## src/rtl/corelet_seq_ctrl_pkg.sv

```systemverilog
// corelet_seq_pkg: shared state encoding, instruction codes and counter sizing
// for the corelet layer sequencer.
package corelet_seq_pkg;
   typedef enum logic [2:0] {IDLE, LOAD_W, EXEC, DRAIN, READOUT, DONE} state_t;
   localparam logic [2:0] INST_IDLE  = 3'b000;
   localparam logic [2:0] INST_KLOAD = 3'b001;
   localparam logic [2:0] INST_EXEC  = 3'b010;
   // The counter only ever reaches (longest phase - 1), so clog2 of the longest phase suffices.
   function automatic int cnt_width(input int a, input int b, input int c, input int d);
      int m;
      m = a;
      if (b > m) m = b;
      if (c > m) m = c;
      if (d > m) m = d;
      return (m < 2) ? 1 : $clog2(m);
   endfunction
endpackage

```

## src/rtl/corelet_seq_ctrl_if.sv

```systemverilog
// corelet_seq_ctrl_if: host start handshake plus SRAM/corelet control bundle;
// master is the sequencer, slave is the host/corelet side.
interface corelet_seq_ctrl_if #(parameter int ADDR_W = 11);
   logic              start;
   logic              is_os;
   logic              stall;
   logic              busy;
   logic              done;
   logic              xmem_cen;
   logic [ADDR_W-1:0] xmem_addr;
   logic [2:0]        inst_w;
   logic [3:0]        kij;
   logic              readout_start;
   logic [31:0]       perf_cycles;
   modport master (input start, is_os, stall,
                   output busy, done, xmem_cen, xmem_addr, inst_w, kij, readout_start, perf_cycles);
   modport slave  (output start, is_os, stall,
                   input busy, done, xmem_cen, xmem_addr, inst_w, kij, readout_start, perf_cycles);
endinterface

```

## src/rtl/corelet_seq_ctrl.sv

```systemverilog
// corelet_seq_ctrl: walks the kernel positions issuing weight/activation reads and
// delayed inst_w codes, drains, then fires readout. Busy-cycle counter under CORELET_SEQ_PERF_CNT_EN.
module corelet_seq_ctrl
   import corelet_seq_pkg::*;
#(
   parameter int ROW         = 8,
   parameter int N_ACT       = 36,
   parameter int N_KIJ       = 9,
   parameter int DRAIN_CYC   = 16,
   parameter int READOUT_CYC = 16,
   parameter int ADDR_W      = 11,
   parameter int W_BASE      = 36
) (
   input logic                clk,
   input logic                reset,
   corelet_seq_ctrl_if.master bus
);
   localparam int CW = cnt_width(ROW, N_ACT, DRAIN_CYC, READOUT_CYC);

   state_t          state_q, state_d;
   logic [CW-1:0]   cnt_q, cnt_d, len_m1;
   logic [3:0]      kij_q, kij_d;
   logic [2:0]      inst_q, inst_d;
   logic            os_q, os_d, busy_q, busy_d, done_q, done_d, rs_q, rs_d;
   logic            issue_st, issue, last;

   always_comb begin
      issue_st = state_q == LOAD_W || state_q == EXEC;
      issue    = issue_st && !bus.stall;
      len_m1   = state_q == LOAD_W ? CW'(ROW - 1) :
                 state_q == EXEC   ? CW'(N_ACT - 1) :
                 state_q == DRAIN  ? CW'(DRAIN_CYC - 1) : CW'(READOUT_CYC - 1);
      last     = cnt_q == len_m1;
      state_d  = state_q;
      kij_d    = kij_q;
      os_d     = os_q;
      unique case (state_q)
         IDLE: if (bus.start) begin
            os_d    = bus.is_os;
            kij_d   = '0;
            state_d = bus.is_os ? EXEC : LOAD_W;
         end
         LOAD_W:  if (issue && last) state_d = EXEC;
         EXEC:    if (issue && last) state_d = DRAIN;
         DRAIN:   if (last) begin
            if (!os_q && kij_q < 4'(N_KIJ - 1)) begin
               kij_d   = kij_q + 4'd1;
               state_d = LOAD_W;
            end else state_d = READOUT;
         end
         READOUT: if (last) state_d = DONE;
         DONE:    state_d = IDLE;
         default: state_d = IDLE;
      endcase
      cnt_d  = state_d != state_q ? '0 :
               issue_st ? cnt_q + CW'(issue) :
               (state_q == DRAIN || state_q == READOUT) ? cnt_q + CW'(1) : '0;
      // The code trails its read by one cycle so it meets the SRAM Q data at the corelet.
      inst_d = issue ? (state_q == LOAD_W ? INST_KLOAD : INST_EXEC) : INST_IDLE;
      busy_d = state_d != IDLE;
      done_d = state_d == DONE;
      rs_d   = state_d == READOUT && state_q != READOUT;
   end

   always_ff @(posedge clk) begin
      if (reset) begin
         state_q <= IDLE;
         cnt_q   <= '0;
         kij_q   <= '0;
         inst_q  <= INST_IDLE;
         os_q    <= 1'b0;
         busy_q  <= 1'b0;
         done_q  <= 1'b0;
         rs_q    <= 1'b0;
      end else begin
         state_q <= state_d;
         cnt_q   <= cnt_d;
         kij_q   <= kij_d;
         inst_q  <= inst_d;
         os_q    <= os_d;
         busy_q  <= busy_d;
         done_q  <= done_d;
         rs_q    <= rs_d;
      end
   end

   assign bus.busy          = busy_q;
   assign bus.done          = done_q;
   assign bus.xmem_cen      = !issue;
   assign bus.xmem_addr     = state_q == LOAD_W ? ADDR_W'(W_BASE) + ADDR_W'(kij_q) * ADDR_W'(ROW) + ADDR_W'(cnt_q) :
                              state_q == EXEC   ? ADDR_W'(cnt_q) : '0;
   assign bus.inst_w        = inst_q;
   assign bus.kij           = kij_q;
   assign bus.readout_start = rs_q;

`ifdef CORELET_SEQ_PERF_CNT_EN
   logic [31:0] perf_q, perf_d;
   always_comb perf_d = (state_q == IDLE && bus.start) ? '0 :
                        (busy_q && perf_q != '1) ? perf_q + 32'd1 : perf_q;
   always_ff @(posedge clk) perf_q <= reset ? '0 : perf_d;
   assign bus.perf_cycles = perf_q;
`else
   assign bus.perf_cycles = '0;
`endif
endmodule

```

## src/flat_wrapper.sv

```systemverilog
// flat-port wrapper written by rule: the top's interface ports become plain ports
module corelet_seq_ctrl_flat import corelet_seq_pkg::*;
#(
   parameter int ROW         = 8,
   parameter int N_ACT       = 36,
   parameter int N_KIJ       = 9,
   parameter int DRAIN_CYC   = 16,
   parameter int READOUT_CYC = 16,
   parameter int ADDR_W      = 11,
   parameter int W_BASE      = 36
)
  (clk, reset, bus_start, bus_is_os, bus_stall, bus_busy, bus_done, bus_xmem_cen, bus_xmem_addr, bus_inst_w, bus_kij, bus_readout_start, bus_perf_cycles);
  corelet_seq_ctrl_if #(.ADDR_W(ADDR_W)) bus_i ();
  input logic clk;
  input logic reset;
  input wire logic [$bits(bus_i.start)-1:0] bus_start;
  input wire logic [$bits(bus_i.is_os)-1:0] bus_is_os;
  input wire logic [$bits(bus_i.stall)-1:0] bus_stall;
  output wire logic [$bits(bus_i.busy)-1:0] bus_busy;
  output wire logic [$bits(bus_i.done)-1:0] bus_done;
  output wire logic [$bits(bus_i.xmem_cen)-1:0] bus_xmem_cen;
  output wire logic [$bits(bus_i.xmem_addr)-1:0] bus_xmem_addr;
  output wire logic [$bits(bus_i.inst_w)-1:0] bus_inst_w;
  output wire logic [$bits(bus_i.kij)-1:0] bus_kij;
  output wire logic [$bits(bus_i.readout_start)-1:0] bus_readout_start;
  output wire logic [$bits(bus_i.perf_cycles)-1:0] bus_perf_cycles;
  assign bus_i.start = bus_start;
  assign bus_i.is_os = bus_is_os;
  assign bus_i.stall = bus_stall;
  assign bus_busy = bus_i.busy;
  assign bus_done = bus_i.done;
  assign bus_xmem_cen = bus_i.xmem_cen;
  assign bus_xmem_addr = bus_i.xmem_addr;
  assign bus_inst_w = bus_i.inst_w;
  assign bus_kij = bus_i.kij;
  assign bus_readout_start = bus_i.readout_start;
  assign bus_perf_cycles = bus_i.perf_cycles;
  corelet_seq_ctrl #(.ROW(ROW), .N_ACT(N_ACT), .N_KIJ(N_KIJ), .DRAIN_CYC(DRAIN_CYC), .READOUT_CYC(READOUT_CYC), .ADDR_W(ADDR_W), .W_BASE(W_BASE)) u_core (.clk(clk), .reset(reset), .bus(bus_i));
endmodule
```

## config.mk

```make
export PLATFORM = sky130hd
export DESIGN_NAME = corelet_seq_ctrl_flat
export DESIGN_NICKNAME = d
export VERILOG_FILES = /design/src/rtl/corelet_seq_ctrl_pkg.sv /design/src/rtl/corelet_seq_ctrl_if.sv /design/src/rtl/corelet_seq_ctrl.sv /design/src/flat_wrapper.sv
export SDC_FILE = /design/constraint.sdc
export NUM_CORES = 1
export LEC_CHECK = 0
export CAP_MARGIN = 20
export CORE_MARGIN = 8
export CORE_UTILIZATION = 48
export CTS_CLUSTER_SIZE = 20
export DETAILED_ROUTE_END_ITERATION = 8
export HOLD_SLACK_MARGIN = 0.1
export PLACE_DENSITY = 0.86
export SYNTH_ARGS = -nofsm -noshare
export SYNTH_HDL_FRONTEND = slang
export SYNTH_SLANG_ARGS = --single-unit
```

## constraint.sdc

```tcl
create_clock -name clk -period 4 [get_ports clk]
set_input_delay 0.4 -clock clk [delete_from_list [all_inputs] [get_ports clk]]
set_output_delay 0.4 -clock clk [all_outputs]
set_load 0.005 [all_outputs]
```

==> qor.yml <==
status: "finished, final reports clean"
clock_path_buffers: 2
dp_hpwl_mm: 2.93
holdPathStages: 2
ys.flop_type: "dfxtp_1"
finalSetupViolations: 0
drtAntennaViolNets: 0
period_minus_slack_ns: 2.99
die-height_um: 73.7
crit_buf_inv: 1
yosysWarnings: 0
p_leak_nw: 0.707
wirelength_mm: 3.70
cap_violations: 0
netSwitchingPower_mw: 0.127
required_ns: 3.60
drc: 0
placed_area_um2: 1720
syn_area_per_cell_um2: 7.81
cts.sink_count: 19
grtUsageTotal: 0.133
hold_path_class: "flop to flop"
design_area_um2: 1740
p_comb_frac: 0.224
dieArea_um2: 5440
max_freq_ghz: 0.335
post_cts_buffers: 0
coreArea_um2: 3260
syn_to_final_growth_pct: 8.99
power.total_mw: 0.394
crit_type: "flop to output port"
holdWs_ns: 0.469
drt_first_pass_iters: 4
nFillCells: 331
synth_cell_types: 45
fp-row-count: 21
cts_buffers: 3
synth_top_area_cell: "dfxtp_1"
fin_skew_ns: 0.00422
seqPwrFrac: 0.513
final_common_cell: "conb_1"
cp_max_fo: 12
vdd_drop_max_v: 0.0000697
ctsResizeCount: 0
ff_latch_area_um2: 380
insertion_delay_ns: 0.31
yosysSeqAreaShare: 0.238
h-tree-depth: 1
grt_remaining_overflow: 0
cts_tree: "done"
slowest_delay_ns: 0.59
p_sw_frac: 0.322
clock-root-buffer: "clkbuf_4"
reg2reg_depth: 6
path_clk_slew_ns: 0.12
synthArstFlopShare: 0
p_int_mw: 0.267
slew_viol_final: 0
worstPathCellList: "ha_1 > a21o_1 > a21oi_1 > nor2b_1 > o21ai_0 > xor2_1 > nor3_1 > clkdlybuf4s50_1"
crit_slowest_cell: "dfxtp_1"
die_x_um: 73.7
synthCells: 205
tightest_slew_ns: 0.763
finalHoldViolations: 0
multi_input_area_um2: 1020
post-route-util: 0.535
final_cell_mix: "35 x conb_1, 23 x clkdlybuf4s50_1, 21 x nor2_1"
netlist_area_um2: 1600
antenna_found_initial: 0
portBuffers: 23
cp-end-kind: "output port"
boundaryPins: 59
maxSlewHeadroom: 0.490
ys_ff_latch: 19
grt_max_degree: 25
post_drt_wl_per_cell_um: 13.8
cp.arrival_ns: 2.59
rr_startpoint: "u_core.state_q[2]$_SDFF_PP0_"
startpoint_type: "flop"
drtIter0Drc: 166
setup_tns_ns: 0
clockPowerShare: 0.263
grt_pass1_vias: 1315
routed-via-count: 1410
routabilityCongestion: 0.862
rsz0062_at_grt: "false"
synth-edff-count: 0
final_nets: 237
synth_area_leaders: "dfxtp_1 24%, buf_4 16%, ha_1 6.3%, nor2_1 4.9%, a21oi_1 4.7%"
p_per_area_nw_per_um2: 226
routed_via_density: 5.26
period_share: 0.747
crit_family: "flip-flops"
rrSetupSlack_ns: 1.40
holdPathEnd: "u_core.os_q$_SDFFE_PP0P_"
grt_pass1_wl_mm: 5.84
layout-drive-gt1-share: 0.0586
r2r-end: "u_core.cnt_q[3]$_SDFF_PP0_"
cts_hold_buffers: 0
n_antenna_cell: 0
hold_start: "u_core.os_q$_SDFFE_PP0P_"
start_util: 0.491
yosysTopAreaCellShare: 0.238
-- layer usage --
metal / up-vias / share of wire / track usage
met3: 8 / 0.075 / 0.0259
met5: - / 0 / 0
met4: 0 / 0.017 / 0.0488
met2: 61 / 0.50 / 0.243
met1: 660 / 0.41 / 0.146
li1: 681 / - / -
-- sequential cells by signal (all words and copies together) (netlist names) --
signal	cells
u_core.bus.inst_w	2
u_core.bus.done	1
u_core.state_q	3
u_core.bus.busy	1
u_core.os_q	1
u_core.bus.kij	4
u_core.cnt_q	6
u_core.bus.readout_start	1
-- how the worst max path moves through the flow --
stage               slack (ns)                    endpoint  cells past startpoint                          from
global route              0.89            bus_xmem_addr[6]                      8    u_core.cnt_q[3]$_SDFF_PP0_
global placement          1.48            bus_xmem_addr[7]                      8    u_core.cnt_q[3]$_SDFF_PP0_
detailed placement        1.40            bus_xmem_addr[7]                      8    u_core.cnt_q[3]$_SDFF_PP0_
floorplan                 1.98  u_core.cnt_q[4]$_SDFF_PP0_                      9  u_core.state_q[1]$_SDFF_PP0_
CTS                       1.04            bus_xmem_addr[7]                      8    u_core.cnt_q[3]$_SDFF_PP0_
finish                    1.01            bus_xmem_addr[7]                      8    u_core.cnt_q[3]$_SDFF_PP0_
-- synthesized netlist by cell type (2+ instances only) --
cell type   n
clkbuf_1    5
buf_4      35
nand2b_1    4
o21ai_0     6
buf_2       2
nor3_1     14
nand2_1     7
o22ai_1     2
nand3b_1    3
a21o_1      4
and3b_1     2
nor4_1      2
a21oi_1    15
xnor2_1     2
dfxtp_1    19
or4b_2      2
and2_1      3
a211oi_1    2
nand3_1     4
a31oi_1     5
nor2_1     21
a22oi_1     3
buf_1       2
inv_1       8
nor2b_1     5
ha_1        8
and4_1      2
-- cells by family after synthesis --
family                   after synthesis  share of synthesized area
AND/OR/NAND/NOR                       75                      0.253
buffers and inverters                 52                      0.206
AO/OA/AOI/OAI                         45                      0.199
flip-flops                            19                      0.238
adder cells (fa/ha/maj)                9                     0.0751
XOR/XNOR                               4                     0.0266
other                                  1                    0.00234
-- worst register-to-register path, delay by kind of cell, from the launching register on --
kind	cells	cell delay, ns
xor gates and xnor gates	1	0.17
AOI/OAI and AO/OA	3	0.95
and+or+nand+nor	2	0.81
DFF	1	0.57
-- power groups by stage --
stage / logic, mW / clock network, mW / registers [mW]
after CTS: 0.0862 / 0.103 / 0.202
final: 0.0882 / 0.104 / 0.202
after floorplan: 0.0882 / 0 / 0.201
after detailed placement: 0.0858 / 0 / 0.206
after global placement: 0.0842 / 0 / 0.206
after global routing: 0.0982 / 0.108 / 0.203
-- final cells by class --
| type | instances | area share |
|---|---|---|
| clock inverter | 1 | 0.00287 |
| clock buffer | 3 | 0.0129 |
| tap | 46 | 0.0330 |
| sequential | 19 | 0.218 |
| inverter | 8 | 0.0172 |
| multi-input combinational | 168 | 0.584 |
| timing repair buffer | 23 | 0.132 |
-- per-stage QoR --
| step | setup slack (ns) | instances |
|---|---|---|
| 2_1_floorplan | 1.98 | 239 |
| 3_3_place_gp | 1.48 | 264 |
| 3_5_place_dp | 1.40 | 264 |
| 4_1_cts | 1.04 | 268 |
| 5_1_grt | 0.889 | 268 |
| 6_report | 1.01 | 268 |
Power figures use the tool's default switching activity.
